### src/rtl/mem_access_stage.sv
// mem_access_stage: MEM pipeline stage with req/gnt/rvalid data bus, timeout, branch select and MEM/WB register
module mem_access_stage #(
  parameter int TIMEOUT_CYCLES = 16
) (
  input  logic        clk,
  input  logic        rst_n,
  input  logic        Mem_Read_EX_MEM,
  input  logic        Mem_Write_EX_MEM,
  input  logic        PcSrc_EX_MEM,
  input  logic        zero_EX_MEM,
  input  logic        Mem_to_Reg_EX_MEM,
  input  logic        Reg_Write_EX_MEM,
  input  logic [31:0] PC_Branch_EX_MEM,
  input  logic [31:0] result_EX_MEM,
  input  logic [31:0] Write_Data_EX_MEM,
  input  logic [4:0]  rd_EX_MEM,
  output logic        dmem_req,
  output logic        dmem_we,
  output logic [31:0] dmem_addr,
  output logic [31:0] dmem_wdata,
  input  logic        dmem_gnt,
  input  logic        dmem_rvalid,
  input  logic [31:0] dmem_rdata,
  output logic        stall_MEM,
  output logic        PcSrc_MEM,
  output logic [31:0] PC_Branch_MEM,
  output logic        mem_err,
  output logic        Reg_Write_MEM_WB,
  output logic        Mem_to_Reg_MEM_WB,
  output logic [31:0] Read_Data_MEM_WB,
  output logic [31:0] result_MEM_WB,
  output logic [4:0]  rd_MEM_WB
);
  localparam int CW = $clog2(TIMEOUT_CYCLES);
  typedef enum logic [1:0] {IDLE, REQ, WAIT} state_t;
  state_t state, nxt;
  logic [CW-1:0] cnt;
  logic acc, bad, done, bubble, ld_done, set_err;
  assign acc = Mem_Read_EX_MEM | Mem_Write_EX_MEM;
  assign bad = (result_EX_MEM[1:0] != 2'b00) | (Mem_Read_EX_MEM & Mem_Write_EX_MEM);
  assign dmem_we = Mem_Write_EX_MEM;
  assign dmem_addr = result_EX_MEM;
  assign dmem_wdata = Write_Data_EX_MEM;
  assign stall_MEM = acc & ~done;
  assign PcSrc_MEM = PcSrc_EX_MEM & zero_EX_MEM;
  assign PC_Branch_MEM = PC_Branch_EX_MEM;
  // bus handshake sequencing; an expired access is forced to finish as a bubble
  always_comb begin
    nxt = state;
    dmem_req = 1'b0;
    done = 1'b0;
    bubble = 1'b0;
    ld_done = 1'b0;
    set_err = 1'b0;
    case (state)
      IDLE: if (acc) begin
        if (bad) begin
          set_err = 1'b1;
          done = 1'b1;
          bubble = 1'b1;
        end else begin
          dmem_req = 1'b1;
          if (!dmem_gnt) nxt = REQ;
          else if (Mem_Read_EX_MEM) nxt = WAIT;
          else done = 1'b1;
        end
      end
      REQ: begin
        dmem_req = 1'b1;
        if (dmem_gnt) begin
          nxt = Mem_Read_EX_MEM ? WAIT : IDLE;
          done = ~Mem_Read_EX_MEM;
        end
      end
      WAIT: if (dmem_rvalid) begin
        nxt = IDLE;
        done = 1'b1;
        ld_done = 1'b1;
      end
      default: nxt = IDLE;
    endcase
    if (state != IDLE && !done && cnt == CW'(TIMEOUT_CYCLES - 1)) begin
      nxt = IDLE;
      done = 1'b1;
      bubble = 1'b1;
      set_err = 1'b1;
    end
  end
  // state, timeout counter and sticky error
  always_ff @(posedge clk) begin
    if (!rst_n) begin
      state <= IDLE;
      cnt <= '0;
      mem_err <= 1'b0;
    end else begin
      state <= nxt;
      cnt <= (state == IDLE) ? '0 : cnt + CW'(1);
      mem_err <= mem_err | set_err;
    end
  end
  // MEM/WB register: bubble while stalled, capture on completion
  always_ff @(posedge clk) begin
    if (!rst_n) begin
      Reg_Write_MEM_WB <= 1'b0;
      Mem_to_Reg_MEM_WB <= 1'b0;
      Read_Data_MEM_WB <= '0;
      result_MEM_WB <= '0;
      rd_MEM_WB <= '0;
    end else if (stall_MEM) begin
      Reg_Write_MEM_WB <= 1'b0;
    end else begin
      Reg_Write_MEM_WB <= Reg_Write_EX_MEM & ~bubble;
      Mem_to_Reg_MEM_WB <= Mem_to_Reg_EX_MEM;
      Read_Data_MEM_WB <= ld_done ? dmem_rdata : '0;
      result_MEM_WB <= result_EX_MEM;
      rd_MEM_WB <= rd_EX_MEM;
    end
  end
endmodule
### config.mk
export PLATFORM = sky130hd
export DESIGN_NAME = mem_access_stage
export DESIGN_NICKNAME = d
export VERILOG_FILES = /design/src/rtl/mem_access_stage.sv
export SDC_FILE = /design/constraint.sdc
export NUM_CORES = 1
export LEC_CHECK = 0
export BUFFER_PORTS_ARGS = -buffer_cell sky130_fd_sc_hd__buf_2
export CORE_AREA = 2 2 124 126
export CTS_CLUSTER_SIZE = 20
export DETAILED_ROUTE_END_ITERATION = 7
export DIE_AREA = 0 0 126 128
export PLACE_DENSITY_LB_ADDON = 0.1
export SYNTH_ARGS = -nofsm -noshare
export SYNTH_HDL_FRONTEND = slang
export SYNTH_SLANG_ARGS = --single-unit
### constraint.sdc
create_clock -name clk -period 1.3 [get_ports clk]
set_input_delay 0.26 -clock clk [delete_from_list [all_inputs] [get_ports clk]]
set_output_delay 0.26 -clock clk [all_outputs]
set_load 0.1 [all_outputs]
== Word-level counts from Yosys, hierarchy flattened ==
Cells that the tools add are included.

* Flip-flop bits (word level): 78
* Bits of input ports: 143
* Output and inout port bits: 172
* Word-level logic and storage cells: 63

* Add/sub/neg operators: 1
* Equality and inequality tests: 8
* Mux-type cells: 25
* Bitwise logic cells: 11
* Reduce and logical (&&, ||, !) cells: 10

{| class="wikitable"
|+ Operator list
! kind !! number
|-
| $mux 32 || 1
|-
| $mux 1 || 14
|-
| $mux 2 || 7
|-
| $ne 2x2->1 const B || 4
|-
| $pmux 2 s3 || 1
|-
| $reduce_or 2->1 || 3
|-
| $reduce_and 5->1 || 1
|-
| $add 4x1->4 const B || 1
|-
| $and 1x1->1 || 4
|-
| $eq 4x4->1 const B || 1
|-
| $not 1->1 || 4
|-
| $reduce_bool 2->1 || 2
|-
| $ne 3x3->1 const B || 1
|-
| $or 1x1->1 || 3
|-
| $pmux 1 s3 || 1
|-
| $eq 2x1->1 const B || 1
|-
| $eq 2x2->1 const B || 1
|-
| $logic_and 1x1->1 || 2
|-
| $logic_not 2->1 || 1
|-
| $pmux 1 s2 || 1
|-
| $logic_not 1->1 || 1
|}

== Logic depth before layout (Yosys ltp) ==
Gate-level depths: netlist of run 1.

* Word-level depth: 12
* Depth in mapped cells: 6
* Depth with buffers taken out: 5

== Worst setup path before layout of run 1 ==
OpenSTA, ideal clock, no wires.

* Path type: in2out
* Start point: input Mem_Read_EX_MEM
* End point: output dmem_req
* Arrival: 1.887 ns
* Data required time: 1.040 ns
* Setup slack: -0.847 ns
* Stages: 4
* Buffers on the path: 1
* Cell sequence: clkbuf_2 xor2_1 a21oi_1 nor2_1

* Cells in the longest elaborated chain, start to end: 5
* Elaborated cells between the ends (all ways): 6
* Those cells by class: mux: 3; bitwise: 3

{| class="wikitable"
|+ Ends and longest elaborated chain
! element !! line !! RTL
|-
| start, declared || 7 || <nowiki>input logic Mem_Read_EX_MEM,</nowiki>
|-
| $and 1x1->1 || 40 || <nowiki>assign bad = (result_EX_MEM[1:0] != 2'b00) | (Mem_Read_EX_MEM & Mem_Write_EX_MEM);</nowiki>
|-
| $or 1x1->1 || 40 ||
|-
| $mux 1 || 57 || <nowiki>if (bad) begin</nowiki>
|-
| $mux 1 (*) || 56 || <nowiki>IDLE: if (acc) begin</nowiki>
|-
| $pmux 1 s2 (*) || 55 || <nowiki>case (state)</nowiki>
|-
| end, declared || 17 || <nowiki>output logic dmem_req,</nowiki>
|}

Every way passes the cells marked *; elsewhere a longest branch is shown, timed or not.

== Worst setup path in the final report of run 1 ==
* Start point: register state[0]
* End point: output stall_MEM

* Cells in the longest elaborated chain, start to end: 8
* Elaborated cells between the ends (all ways): 11
* Those cells by class: eq/ne: 2; mux: 2; bitwise: 2; reduce/logical: 5

{| class="wikitable"
|+ Ends and longest elaborated chain
! element !! line !! RTL
|-
| start, declared || 36 || <nowiki>state_t state, nxt;</nowiki>
|-
| start signal, assigned || 96 || <nowiki>state <= nxt;</nowiki>
|-
| $eq 2x2->1, or another cell as far along || 55 ||
|-
| $pmux 1 s3 || 55 ||
|-
| $logic_not 1->1 || 82 || <nowiki>if (state != IDLE && !done && cnt == CW'(TIMEOUT_CYCLES - 1)) begin</nowiki>
|-
| $logic_and 1x1->1 (2 in series) || 82 ||
|-
| $mux 1 (*) || 82 ||
|-
| $not 1->1 (*) || 44 || <nowiki>assign stall_MEM = acc & ~done;</nowiki>
|-
| $and 1x1->1 (*) || 44 ||
|-
| end, declared || 24 || <nowiki>output logic stall_MEM,</nowiki>
|}

Marked as above.

==> results of run 1 <==
-- registers in the layout, indices dropped and copies added (netlist names) --
signal             cells
rd_MEM_WB              5
Reg_Write_MEM_WB       1
mem_err                1
result_MEM_WB         32
state                  2
cnt                    4
Read_Data_MEM_WB      32
Mem_to_Reg_MEM_WB      1
-- synthesized netlist by cell type, types with 2 or more instances --
master      n  share of area
a21oi_1     3         0.0041
a21oi_2     2         0.0048
a22o_1     32          0.077
buf_4     101           0.21
buf_6       3         0.0093
clkbuf_1   12          0.012
dfxtp_1    78           0.43
mux2i_1    38           0.10
nand2_1    79          0.081
nand2b_1    3         0.0051
nand3_1     2         0.0027
nor2_1      6         0.0062
nor2_2      2         0.0034
nor3_1      3         0.0041
or3_1       2         0.0034
xor2_1      2         0.0048
-- worst max path at each step --
| stage | start | endpoint | slack, ns | depth (start not counted) |
|---|---|---|---|---|
| global placement | result_EX_MEM[0] | result_MEM_WB[25] | -0.20 | 7 |
| floorplan | cnt[0] | stall_MEM | -0.13 | 5 |
| finish | state[0] | stall_MEM | -0.43 | 5 |
| detailed placement | result_EX_MEM[0] | result_MEM_WB[25] | -0.25 | 7 |
| CTS | cnt[1] | stall_MEM | -0.45 | 6 |
| global route | state[0] | stall_MEM | -0.49 | 5 |
-- per-stage QoR --
step                TNS (ns)  cells  utilization  instance area, sq um  worst slack (ns)
floorplan              -5.63    384            -                  3730            -0.130
global placement      -12.24    667        0.398                  5920            -0.200
detailed placement    -15.07    667        0.398                  5920            -0.253
CTS                   -16.51    689        0.428                  6360            -0.449
global route          -26.40    694        0.435                  6460            -0.488
finish                -21.35    694        0.435                  6460            -0.425
-- worst register-to-register path, delay by kind of cell, from the launching register on --
family	cells	cell delay, ns
buffers and inverters	4	0.58
AOI/OAI and AO/OA	2	0.19
DFF	1	0.33
adders and majority gates	1	0.16
and+or+nand+nor	2	0.36
-- power by group through the flow --
stage	logic, uW	clock network, uW	registers [uW]
floorplan	1770	0	3360
global placement	2500	0	2660
detailed placement	2510	0	2660
CTS	2590	2540	2610
global route	2690	2650	2620
finish	2610	2440	2610
-- per-layer routing --
| layer | GRT usage | up-vias | wire length [um] |
|---|---|---|---|
| met1 | 0.136 | 1340 | 3940 |
| met5 | 0 | - | 0 |
| met3 | 0.0480 | 31 | 866 |
| met2 | 0.210 | 115 | 5290 |
| li1 | - | 1408 | - |
| met4 | 0.0614 | 0 | 293 |
-- logic make-up after synthesis --
group / count (synthesis)
buffers and inverters: 119
and+or+nand+nor: 103
DFF: 78
AOI/OAI and AO/OA: 42
muxes: 38
xor gates and xnor gates: 3
adders and majority gates: 1
-- timing repair --
| item | CTS | global route |
|---|---|---|
| pin swaps | 3 | 5 |
| hold endpoints to repair | 0 | 0 |
| endpoints found under the setup margin | 73 | 76 |
| resized for setup | 19 | 9 |
| gates cloned | 1 | 3 |
| buffers inserted | 7 | 3 |
-- final cells by class --
| cell class | count | area [sq um] | share of cell area |
|---|---|---|---|
| inverters | 1 | 3.75 | 0.000581 |
| clock inverters | 4 | 48.8 | 0.00755 |
| multi-input cells | 187 | 1330 | 0.206 |
| repair buffers | 225 | 3040 | 0.470 |
| flip-flops and latches | 78 | 1570 | 0.243 |
| well taps | 188 | 235 | 0.0364 |
| clock buffers | 11 | 233 | 0.0360 |
-- layout by cell type, fill, tap and decap left out, types with 2 or more instances in the layout --
cell type / Yosys / routed
buf_4: 101 / 19
nor2_4: 0 / 2
clkinv_2: 0 / 2
dfxtp_1: 78 / 74
a22o_1: 32 / 32
clkbuf_16: 0 / 11
a21oi_4: 0 / 3
nor2_1: 6 / 5
buf_2: 1 / 78
buf_6: 3 / 7
clkbuf_1: 12 / 2
dfxtp_2: 0 / 2
nand2b_1: 3 / 2
nor3_1: 3 / 3
dfxtp_4: 0 / 2
buf_16: 0 / 2
buf_8: 0 / 4
nand2_1: 79 / 78
xor2_1: 2 / 2
buf_12: 0 / 113
mux2i_1: 38 / 37
==> impl_results.md, run 1 <==
- Status: finished, violations left
- Failing checks: setup timing
- Data required, critical path: about 1.0 ns
- Largest stage delay on the critical path: 0.37 ns
- FF-to-FF Start: cnt[1]
- Pin slew with the least headroom to its limit: 0.453 ns
- DP HPWL: 7620 um
- WHS: between 0.1 and 0.15 ns
- Cts hold-fix bufs: 0
- I/O pins: ~320
- Hold Crit Endpoint: Read_Data_MEM_WB[1]
- Hold_sp: dmem_rdata[1]
- Core ar.: 14,900 sq um
- Final hold violations: 0
- Compound-Gate Fraction of Synth Area: 0.0988
- Clock Sinks: 78
- Crit path max-delay family: flip-flops
- H-tree Lvls: 3
- Multiplexer share of the synthesized area: 0.104
- CP bufs+invs: 2
- RSZ-0062 raised after global routing: true
- Crit path capture type: primary output
- Post-synthesis net count: 528
- Post-Route WL: between 10,000 and 15,000 um
- Clk pin slew, worst setup/hold paths: 0.06 ns
- P_sw: between 2000 and 3000 uW
- CTS tree: yes
- DRC Markers: 0
- Final nets: 646
- Period minus WS final: 1.73 ns
- Share of layout cells above drive strength 1: 0.514
- Post-Synth Adder-Cell Area: 0.00343
- Area grow syn2layout: 77.2%
- GPL Wtd Cong: 0.763
- Max Fclk: 0.580 GHz
- Routed Antenna Nets: 0
- Clock Latency Late Sink: between 0.3 and 0.4 ns
- Arr. time, crit path: 1.47 ns
- Overflow after GRT: 0
- Mapped Area: ~3600 sq um
- Internal: 4960 uW
- Die Y: 128 um
- Ant diodes: 0
- Die area: 16,100 sq um
- DR WL/cell: between 10 and 15 um
- Pwr Density: 1180 nW/um^2
- DR vias: 2,894
- Post-synth EDFFs: 0
- Largest family of logic cells by synthesized area: buffers and inverters
- Hold path cells: 2
- Reg2reg setup slack: -0.38 ns
- Endpoint of the worst register-to-register path: Read_Data_MEM_WB[15]
- Clock buffer count from CTS: 9
- Initial cell density of the core: 0.245
- Synth Register Bits: 78
- Asr flop ratio synth: 0
- Post-synthesis simple-gate area fraction: 0.125
- Worst min path class: input pin to flop
- Lkg Pwr: 0.00275 uW
- Max IR drop VDD: between 0.0006 and 0.0007 V
- Maxcap violations: 0
- Root buffer cell: clkbuf_16
- Fin Clk Skew: between 0.006 and 0.007 ns
- Slew Viols, Final: 0
- Clock buffer depth: 2
- Post-DR vias/cell: 4.17
- Synth Warn #: 0
- Final Power: 7650 uW
- Post-synthesis sequential area ratio: 0.428
- Max stage delay cell, worst path: dfxtp_4
- Startpoint types: flop
- Xor and xnor area share after synthesis: 0.00720
- Switching share of power: 0.352
- Fillers: between 1,000 and 1,500
- WS Path Type: flop to primary output
- Slew HR: 0.695
- Pin count of the biggest net entering global routing: 73
- Syn_area_per_cell: 9.50 sq um
- Yosys cell types: 32
- Worst-path fanout max: 4
- Row cnt: 45
- 1st-iter DRT viols: 120
- First-pass GRT wire length: 15,600 um
- Final WS setup: -0.425 ns
- Post-Syn Instances: 384
- Setup Viol. Count Final: 71
- Vias in the first global route: 2,959
- Path depth of the worst reg2reg path: 9
- Sequential share of power: 0.341
- DRT Pass-1 Iters: 4
- Crit-path cells: nor2_4, a21boi_4, nor3_4, buf_12, buf_16
- Port Buffers: 186
- Clock share of power: 0.318
- Main flop type after synthesis: dfxtp_1
- Initial antenna violation count: 0
- Die Wd: 126 um
- Total Routing Usage GR: 0.124
- Logic pwr share: 0.341
- Final period util: 1.33
(Power assumes the default switching activity.)
==> inputs of run 2 (changes only) <==
--- a/config.mk
+++ b/config.mk
@@ -5,11 +5,13 @@
 export SDC_FILE = /design/constraint.sdc
 export NUM_CORES = 1
 export LEC_CHECK = 0
+export ABC_AREA = 1
 export BUFFER_PORTS_ARGS = -buffer_cell sky130_fd_sc_hd__buf_2
-export CORE_AREA = 2 2 124 126
+export CORE_AREA = 2 2 122 124
 export CTS_CLUSTER_SIZE = 20
 export DETAILED_ROUTE_END_ITERATION = 7
-export DIE_AREA = 0 0 126 128
+export DIE_AREA = 0 0 124 126
+export HOLD_SLACK_MARGIN = 0.05
 export PLACE_DENSITY_LB_ADDON = 0.1
 export SYNTH_ARGS = -nofsm -noshare
 export SYNTH_HDL_FRONTEND = slang
==> impl_results.md, run 2 <==
- WS Path Type: flop to primary output (unchanged)
- Initial antenna violation count: 0 (unchanged)
- CP bufs+invs: 2 (unchanged)
- 1st-iter DRT viols: 146 (was 120)
- Max stage delay cell, worst path: dfxtp_2 (was dfxtp_4)
- Port Buffers: 186 (unchanged)
- Final WS setup: -0.434 ns (was -0.425 ns)
- Slew HR: 0.790 (was 0.695)
- WHS: 0.166 ns (was 0.136 ns)
- Core ar.: 14,300 sq um (was 14,900 sq um)
- Root buffer cell: clkbuf_16 (unchanged)
- Area taken by multi-input logic gates: 1580 sq um (was 1330 sq um)
- Mapped Area: 4230 sq um (was 3650 sq um)
- Area grow syn2layout: 65.2% (was 77.2%)
- Lkg Pwr: 0.00358 uW (was 0.00275 uW)
- Clock Latency Late Sink: 0.34 ns (about the same)
- Clk pin slew, worst setup/hold paths: 0.06 ns (about the same)
- H-tree Lvls: 3 (unchanged)
- Post-Place Cells: 923 (was 667)
- Period minus WS final: 1.73 ns (about the same)
- Yosys top cell by area: dfxtp_1 (unchanged)
- Setup Viol. Count Final: 75 (was 71)
- Max IR drop VDD: 0.000836 V (was 0.000650 V)
- Arr. time, crit path: 1.47 ns (about the same)
- Slew Viols, Final: 0 (unchanged)
- Worst min path class: input pin to flop (unchanged)
- Pin slew with the least headroom to its limit: 0.315 ns (was 0.453 ns)
- DR vias: 3,956 (was 2,894)
- Main flop type after synthesis: dfxtp_1 (unchanged)
- Clock buffer count from CTS: 9 (unchanged)
- Worst-path fanout max: 2 (was 4)
- Post-synth EDFFs: 0 (unchanged)
- Die Y: 126 um (was 128 um)
- Status: finished, violations left (unchanged)
- Max Fclk: 0.577 GHz (was 0.580 GHz)
- Failing checks: setup timing (unchanged)
- Synth Register Bits: 78 (unchanged)
- RSZ-0062 raised after global routing: true (unchanged)
- DRC Markers: 0 (unchanged)
- Final hold violations: 0 (unchanged)
- Asr flop ratio synth: 0 (unchanged)
- Post-synthesis sequential area ratio: 0.369 (was 0.428)
- Vias in the first global route: 3,986 (was 2,959)
- Count leader, synth: nand2_1 (was buf_4)
- DR WL/cell: 12.6 um (was 15.0 um)
- Die area: 15,600 sq um (was 16,100 sq um)
- I/O pins: 315 (unchanged)
- Pin count of the biggest net entering global routing: 34 (was 73)
- Core occupancy in the finished layout: 0.488 (was 0.435)
- Largest stage delay on the critical path: 0.33 ns (was 0.37 ns)
- Crit path capture type: primary output (unchanged)
- Pwr Density: 1820 nW/um^2 (was 1180 nW/um^2)
- Fin Clk Skew: 0.00461 ns (was 0.00620 ns)
- Synth top area share: 0.369 (was 0.428)
- Post-Route WL: 11,900 um (was 10,400 um)
- Final nets: 903 (was 646)
- Startpoint types: flop (unchanged)
- Row cnt: 44 (was 45)
- Final period util: 1.33 (about the same)
- Synth Warn #: 0 (unchanged)
- Crit-path cells: ha_4, nand2_4, nor2_4, a21oi_4, nand3_4, clkinvlp_4, buf_12 (was nor2_4, a21boi_4, nor3_4, buf_12, buf_16)
- CTS tree: yes (unchanged)
- Fillers: 1,413 (was 1,406)
- Routed Antenna Nets: 0 (unchanged)
- Final Non-Filler Cells: 948 (was 694)
- Data required, critical path: 1.04 ns (about the same)
- Clock buffer depth: 2 (unchanged)
- Most common cell after layout, fill and taps aside: nand2_1 (was buf_12)
- Overflow after GRT: 0 (unchanged)
- Most frequent cells in the layout: 183 x nand2_1, 138 x nor2_1, 115 x buf_12, 78 x buf_2, 77 x inv_1 (was 113 x buf_12, 78 x nand2_1, 78 x buf_2, 74 x dfxtp_1, 37 x mux2i_1)
- Yosys cell types: 23 (was 32)
- Crit path max-delay family: flip-flops (unchanged)
- DP HPWL: 8560 um (was 7620 um)
- Top Registers: Read_Data_MEM_WB x32, result_MEM_WB x32, rd_MEM_WB x5 (unchanged)
- DRT Pass-1 Iters: 4 (unchanged)
- Maxcap violations: 0 (unchanged)
- FF+latch area: 1570 sq um (about the same)
- Clock Sinks: 78 (unchanged)
- Largest cells by area after synthesis: dfxtp_1 37%, buf_4 17%, nand2_1 17% (was dfxtp_1 43%, buf_4 21%, mux2i_1 10%)
- Post-DR vias/cell: 4.17 (about the same)
- Post-Syn Instances: 649 (was 384)
- Ant diodes: 0 (unchanged)
- Initial cell density of the core: 0.295 (was 0.245)
- Syn_area_per_cell: 6.51 sq um (was 9.50 sq um)
- Final Power: 12,700 uW (was 7650 uW)
- GPL Wtd Cong: 0.746 (was 0.763)
- Post-synthesis net count: 793 (was 528)
- First-pass GRT wire length: 19,100 um (was 15,600 um)
- Total Routing Usage GR: 0.158 (was 0.124)
- Synth top cells by count: 188 x nand2_1, 141 x nor2_1, 97 x buf_4, 78 x dfxtp_1, 78 x inv_1 (was 101 x buf_4, 79 x nand2_1, 78 x dfxtp_1, 38 x mux2i_1, 32 x a22o_1)
- Share of layout cells above drive strength 1: 0.344 (was 0.514)
- Die Wd: 124 um (was 126 um)
==> run 2: final cells by class <==
cell class,instances,area share
repair buffers,224,0.429
clock buffers,12,0.0367
multi-input cells,366,0.226
well taps,184,0.0330
inverters,80,0.0439
clock inverters,4,0.00645
flip-flops and latches,78,0.225
==> run 2: cells by family (layout without fill, tap and decap cells) <==
kind of cell / count (synthesis) / after routing / synth area share
adder cells (fa/ha/maj): 1 / 1 / 0.00296
AO/OA/AOI/OAI: 7 / 7 / 0.0118
buffers and inverters: 205 / 320 / 0.280
flip-flops: 78 / 78 / 0.369
AND/OR/NAND/NOR: 358 / 358 / 0.336
==> run 2: final timing paths <==
| kind | startpoint | to | slack (ns) | cells past startpoint |
|---|---|---|---|---|
| min reg2reg | result_MEM_WB[4] | result_MEM_WB[4] | 0.52 | 2 |
| max reg2reg | state[0] | Read_Data_MEM_WB[7] | -0.33 | 9 |
| min | Reg_Write_EX_MEM | Reg_Write_MEM_WB | 0.17 | 3 |
| max | cnt[0] | stall_MEM | -0.43 | 7 |
==> run 2: where the power goes <==
group          switching [uW]  internal, uW
logic                    4480          2480
registers                 397          2780
clock network             978          1580
total                    5860          6840
==> run 2: worst min-delay path, delay by kind of cell <==
kind / cells / cell delay [ns]
buffers and inverters: 1 / 0.10
AND/OR/NAND/NOR: 2 / 0.11
==> run 2: per-layer routing <==
metal | part of all wire | vias to the layer above | track usage | routed length, um
met5 | 0 | - | 0 | 0
met3 | 0.11 | 33 | 0.0666 | 1270
met2 | 0.46 | 173 | 0.263 | 5530
met4 | 0.029 | 0 | 0.0753 | 350
met1 | 0.40 | 1720 | 0.171 | 4790
li1 | - | 2030 | - | -
==> run 2: what timing repair did <==
action / in CTS / in global routing
pin swaps: 4 / 5
hold buffers: 0 / 0
gates cloned: 2 / 0
resized for setup: 20 / 10
setup buffers: 5 / 2
setup endpoints to repair: 77 / 76
endpoints found under the hold margin: 0 / 0
==> run 2: per-stage QoR <==
stage | instance area (sq um) | setup WS, ns | setup TNS [ns]
after global routing | 6990 | -0.496 | -24.41
after CTS | 6940 | -0.427 | -21.05
final | 6990 | -0.434 | -17.14
after global placement | 6460 | -0.225 | -12.44
after detailed placement | 6460 | -0.249 | -15.76
after floorplan | 4270 | -0.535 | -9.66
